===== src/rtl/leaf_out_arbiter.sv =====
// Output-side scheduler for a leaf shell: round-robin arbitration of user output
// streams onto the single BFT packet channel, gated by per-stream credits.
module leaf_out_arbiter #(
   parameter int PACKET_BITS           = 49,
   parameter int PAYLOAD_BITS          = 32,
   parameter int NUM_LEAF_BITS         = 5,
   parameter int NUM_PORT_BITS         = 4,
   parameter int NUM_ADDR_BITS         = 7,
   parameter int NUM_OUT_PORTS         = 3,
   parameter int FREESPACE_UPDATE_SIZE = 64
) (
   input  logic                                    clk,
   input  logic                                    reset,
   input  logic [NUM_OUT_PORTS*PAYLOAD_BITS-1:0]   din_user,
   input  logic [NUM_OUT_PORTS-1:0]                vld_user,
   output logic [NUM_OUT_PORTS-1:0]                ack_user,
   input  logic                                    cfg_we,
   input  logic [2:0]                              cfg_idx,
   input  logic [NUM_LEAF_BITS-1:0]                cfg_leaf,
   input  logic [NUM_PORT_BITS-1:0]                cfg_port,
   input  logic                                    fs_vld,
   input  logic [2:0]                              fs_idx,
   output logic [PACKET_BITS-1:0]                  dout,
   input  logic                                    dout_rdy,
   output logic                                    credit_err
);

   localparam int PTR_W  = $clog2(NUM_OUT_PORTS);
   localparam int CRED_W = NUM_ADDR_BITS + 1;
   localparam int CRED_MAX = 1 << NUM_ADDR_BITS;
   localparam logic [CRED_W-1:0] CRED_INIT = {1'b1, {NUM_ADDR_BITS{1'b0}}};

   logic                     route_valid [NUM_OUT_PORTS];
   logic [NUM_LEAF_BITS-1:0] route_leaf  [NUM_OUT_PORTS];
   logic [NUM_PORT_BITS-1:0] route_port  [NUM_OUT_PORTS];
   logic [NUM_ADDR_BITS-1:0] addr_cnt    [NUM_OUT_PORTS];
   logic [CRED_W-1:0]        credit      [NUM_OUT_PORTS];
   logic [CRED_W-1:0]        credit_nxt  [NUM_OUT_PORTS];
   logic [NUM_OUT_PORTS-1:0] credit_ovf;
   logic [NUM_OUT_PORTS-1:0] eligible;
   logic [PTR_W-1:0]         ptr;
   logic [PTR_W-1:0]         grant_idx;
   logic                     grant_vld;
   logic                     slot_free;
   logic [PAYLOAD_BITS-1:0]  grant_payload;
   logic [PACKET_BITS-1:0]   next_pkt;

   // A held packet blocks the slot until the BFT side takes it.
   assign slot_free = !dout[PACKET_BITS-1] || dout_rdy;

   always_comb begin
      eligible = '0;
      for (int i = 0; i < NUM_OUT_PORTS; i++) begin
         eligible[i] = vld_user[i] && route_valid[i] && (credit[i] != '0);
      end
   end

   // Search starts just after the last granted stream, so the winner rotates.
   always_comb begin
      int cand;
      cand      = 0;
      grant_vld = 1'b0;
      grant_idx = '0;
      for (int k = 1; k <= NUM_OUT_PORTS; k++) begin
         cand = (int'(ptr) + k) % NUM_OUT_PORTS;
         if (!grant_vld && slot_free && eligible[cand]) begin
            grant_vld = 1'b1;
            grant_idx = PTR_W'(cand);
         end
      end
   end

   always_comb begin
      ack_user = '0;
      if (grant_vld) begin
         ack_user[grant_idx] = 1'b1;
      end
   end

   assign grant_payload = din_user[int'(grant_idx)*PAYLOAD_BITS +: PAYLOAD_BITS];
   assign next_pkt = {1'b1, route_leaf[grant_idx], route_port[grant_idx],
                      addr_cnt[grant_idx], grant_payload};

   // Grant and freespace return may hit the same stream; overflow saturates.
   always_comb begin
      int sum;
      sum        = 0;
      credit_ovf = '0;
      for (int i = 0; i < NUM_OUT_PORTS; i++) begin
         sum = int'(credit[i]);
         if (grant_vld && int'(grant_idx) == i) begin
            sum = sum - 1;
         end
         if (fs_vld && int'(fs_idx) == i) begin
            sum = sum + FREESPACE_UPDATE_SIZE;
         end
         if (sum > CRED_MAX) begin
            credit_nxt[i] = CRED_INIT;
            credit_ovf[i] = 1'b1;
         end else begin
            credit_nxt[i] = CRED_W'(sum);
         end
      end
   end

   always_ff @(posedge clk or posedge reset) begin
      if (reset) begin
         dout       <= '0;
         ptr        <= PTR_W'(NUM_OUT_PORTS - 1);
         credit_err <= 1'b0;
         for (int i = 0; i < NUM_OUT_PORTS; i++) begin
            route_valid[i] <= 1'b0;
            route_leaf[i]  <= '0;
            route_port[i]  <= '0;
            addr_cnt[i]    <= '0;
            credit[i]      <= CRED_INIT;
         end
      end else begin
         if (slot_free) begin
            dout <= grant_vld ? next_pkt : '0;
         end
         if (grant_vld) begin
            ptr <= grant_idx;
         end
         if (|credit_ovf) begin
            credit_err <= 1'b1;
         end
         for (int i = 0; i < NUM_OUT_PORTS; i++) begin
            credit[i] <= credit_nxt[i];
            if (grant_vld && int'(grant_idx) == i) begin
               addr_cnt[i] <= addr_cnt[i] + 1'b1;
            end
            if (cfg_we && int'(cfg_idx) == i) begin
               route_valid[i] <= 1'b1;
               route_leaf[i]  <= cfg_leaf;
               route_port[i]  <= cfg_port;
            end
         end
      end
   end

endmodule

===== config.mk =====
export PLATFORM = sky130hd
export DESIGN_NAME = leaf_out_arbiter
export DESIGN_NICKNAME = d
export VERILOG_FILES = /design/src/rtl/leaf_out_arbiter.sv
export SDC_FILE = /design/constraint.sdc
export NUM_CORES = 1
export LEC_CHECK = 0
export ABC_AREA = 1
export CORE_MARGIN = 5
export CORE_UTILIZATION = 51
export CTS_CLUSTER_DIAMETER = 150
export DETAILED_ROUTE_END_ITERATION = 10
export PLACE_DENSITY = 0.82
export SKIP_LAST_GASP = 1
export SLEW_MARGIN = 30
export SYNTH_ARGS = -nofsm -noshare
export SYNTH_HDL_FRONTEND = slang
export SYNTH_SLANG_ARGS = --single-unit

===== constraint.sdc =====
create_clock -name clk -period 4.8 [get_ports clk]
set_input_delay 0.48 -clock clk [delete_from_list [all_inputs] [get_ports clk]]
set_output_delay 0.48 -clock clk [all_outputs]
set_load 0.02 [all_outputs]

==> flow_metrics.py <==
metrics = {
    "status": {
        "run_status": "finished clean",
    },
    "synthesis": {
        "synth-xor-area-share_pct": 4.26,
        "ys_warn_count": 0,
        "synth-seq-cells": 127,
        "synth_seq_area_share_pct": 44.2,
        "synth_cell_type_count": 44,
        "synth_area_um2": 7200,
        "yosys.area_share.simple_pct": 28.8,
        "synth_compound_area_share_pct": 10.8,
        "synth_fa_ha_area_share_pct": 3.82,
        "muxShareOfSynthArea_pct": 0,
        "avgSynthCellArea_um2": 8.17,
        "syn_inst": 882,
        "synth_top_family_by_area": "simple AND/OR/NAND/NOR gates",
    },
    "clocking": {
        "insertion_delay_ns": 0.42,
        "cts-resized-gates": 0,
        "cts_tree": "yes",
        "cts_buffer_depth": 2,
        "clkTransAtPathRegs_ns": 0.06,
        "root_buffer": "clkbuf_16",
        "htree_levels": 4,
        "cts_hold_buffers": 0,
        "cts_setup_buffers": 0,
        "clkSinkCount": 127,
        "cts_made_buffers": 17,
    },
    "layout": {
        "finalInstanceArea_um2": 9720,
        "num_antenna_cells": 0,
        "nets": 1198,
        "layout_commonest_cell": "nand2_1",
        "layout_common_cells": "213 x nand2_1, 171 x clkdlybuf4s50_1, 123 x dfrtp_1",
        "area_growth_pct": 34.9,
        "fillCellCount": 1084,
        "layout-drive-gt1-share_pct": 10.6,
    },
    "timing": {
        "rsz0062_at_grt": "no",
        "hold_violations": 0,
        "post-route-period-util_pct": 85.1,
        "finalMaxSlewViolations": 0,
        "tightest_slew_ns": 0.690,
        "setup_viol": 0,
        "max_slew_margin_pct": 53.9,
        "skew_ns": 0.00712,
        "tns_ns": 0,
        "max_freq_mhz": 245,
        "fin_crit_ns": 4.08,
    },
    "placement": {
        "place_congestion": 0.954,
        "dp_hpwl_um": 14000,
        "placed_area_um2": 9090,
        "io_buffers": 171,
    },
    "power_and_ir_drop": {
        "p_sw_uw": 3610,
        "combPwrFrac_pct": 59.7,
        "sw_frac_of_total_pct": 47.6,
        "power_uw": 7580,
        "power.internal_uw": 3970,
        "ir_worst_vdd_uv": 426,
        "cellPowerDensity_nw_per_um2": 780,
        "pwr-share-seq_pct": 22.3,
        "leakage_uw": 0.00466,
        "p_clk_share_pct": 18.0,
    },
    "setup_path": {
        "timing.reg2reg.setup_slack_ns": 0.86,
        "cp.required_ns": 4.32,
        "cp_data_arrival_time_ns": 3.60,
        "reg2reg_from": "ptr[1]",
        "r2r_cells": 24,
        "critical_path_class": "reg2out",
        "cp_max_fo": 45,
        "crit_path_end_kind": "output port",
        "worstReg2RegEnd": "credit[17]",
        "worst_setup_path_start_kind": "flip-flop",
    },
    "route": {
        "drt_pass1_iterations": 5,
        "vias_per_cell": 5.25,
        "dr_total_vias": 6562,
        "wl_per_cell_um": 15.8,
        "drt_iter0_drc": 499,
        "wl_um": 19800,
        "drc_errors": 0,
        "drtAntennaViolNets": 0,
    },
    "grt": {
        "antenna_found_initial": 0,
        "gr-total-overflow": 0,
        "grt_first_pass_wirelength_um": 32000,
        "track_usage_pct": 24.2,
        "grt_max_degree": 74,
        "grt_pass1_vias": 6497,
    },
    "floorplan": {
        "core-area_um2": 13900,
        "start_util_pct": 51.9,
        "io_pins": 172,
        "fp-row-count": 43,
        "die_h_um": 129,
        "die-area_um2": 16600,
        "fp.dieW_um": 129,
    },
    "hold_path": {
        "hold_path_startpoint": "route_valid[1]",
        "hold_class": "reg2reg",
        "worstHoldEndpoint": "route_valid[1]",
        "min_path_cells": 2,
    },
    "flow_run": {
        "drv_cap": 0,
    },
}
-- logic make-up after synthesis --
group	Yosys count
xor+xnor	35
fa+ha+maj	22
flops	127
other cells	2
simple gates	441
compound gates	111
buf+inv	144
-- metal layers --
metal,track usage (%),up-vias,routed length [µm]
met4,9.70,0,667
li1,-,3218,-
met1,30.3,3085,8060
met5,0,-,0
met3,5.15,45,1120
met2,40.9,214,9960
-- cell type report --
class                           instances  area [µm²]  area share (%)
Clock buffer                           17         425            4.38
Clock inverter                         15         199            2.05
Multi-Input combinational cell        625        3500            36.1
Timing Repair Buffer                  179        1770            18.2
Inverter                              107         409            4.21
Tap cell                              180         225            2.32
Sequential cell                       127        3180            32.8
-- through the flow --
step                setup slack [ns]  std cells  utilization (%)  hold slack (ns)
finish                         0.717       1250             70.0            0.471
global route                   0.368       1250             70.0            0.490
CTS                            0.714       1250             70.0            0.474
detailed placement             0.742       1218             65.5            0.458
global placement               0.938       1218             65.5            0.450
floorplan                      0.942        896                -            0.434
-- critical path, cell delays in order (launching register included) --
cell,delay [ns]
dfrtp_1,0.39
inv_1,0.12
ha_1,0.23
nand2_2,0.09
nor2_4,0.10
nand2_2,0.09
nand3_1,0.09
nand3_2,0.11
nand2_4,0.13
nand4_1,0.10
nand2_1,0.15
inv_2,0.08
nand2_2,0.30
buf_4,0.50
clkdlybuf4s50_1,0.70
-- how the worst max path moves through the flow --
| stage | start | to | slack [ns] |
|---|---|---|---|
| 2_1_floorplan | reset | addr_cnt[0] | 0.94 |
| 3_3_place_gp | vld_user[2] | credit[16] | 0.94 |
| 3_5_place_dp | vld_user[2] | credit[17] | 0.74 |
| 4_1_cts | credit[8] | ack_user[1] | 0.71 |
| 5_1_grt | credit[8] | credit[16] | 0.37 |
| 6_report | credit[8] | ack_user[1] | 0.72 |
-- power groups by stage --
stage | Clock, µW | Combinational, µW | Sequential, µW
floorplan | 0 | 3040 | 1890
global placement | 0 | 4430 | 1690
detailed placement | 0 | 4500 | 1700
CTS | 1370 | 4540 | 1690
global route | 1420 | 5030 | 1740
finish | 1360 | 4530 | 1690
-- state kept, by name, summed over array words and instances, names as in the netlist --
| signal | cells |
|---|---|
| route_leaf | 15 |
| ptr | 2 |
| credit | 24 |
| route_port | 12 |
| dout | 49 |
| addr_cnt | 21 |
| route_valid | 3 |
| credit_err | 1 |
-- synth_stat cells, drive strengths merged --
| cell type | instances | area (µm²) |
|---|---|---|
| xnor2 | 6 | 52.6 |
| nand3 | 123 | 673 |
| nand4 | 14 | 87.6 |
| o221ai | 2 | 17.5 |
| nor2 | 63 | 318 |
| a221oi | 1 | 8.76 |
| a31oi | 3 | 33.8 |
| dfrtp | 123 | 3080 |
| inv | 107 | 404 |
| clkbuf | 26 | 97.6 |
| o41ai | 1 | 8.76 |
| conb | 2 | 7.51 |
| nand2 | 231 | 941 |
| nor4 | 1 | 6.26 |
| o211ai | 1 | 12.5 |
| o22ai | 2 | 12.5 |
| a21oi | 6 | 37.5 |
| o31ai | 1 | 7.51 |
| dfstp | 4 | 105 |
| xor2 | 29 | 254 |
| o21ai | 49 | 245 |
| ha | 22 | 275 |
| nor3 | 9 | 50.1 |
| a22o | 43 | 377 |
| buf | 11 | 75.1 |
| a41oi | 2 | 17.5 |
(Power assumes the default switching activity.)
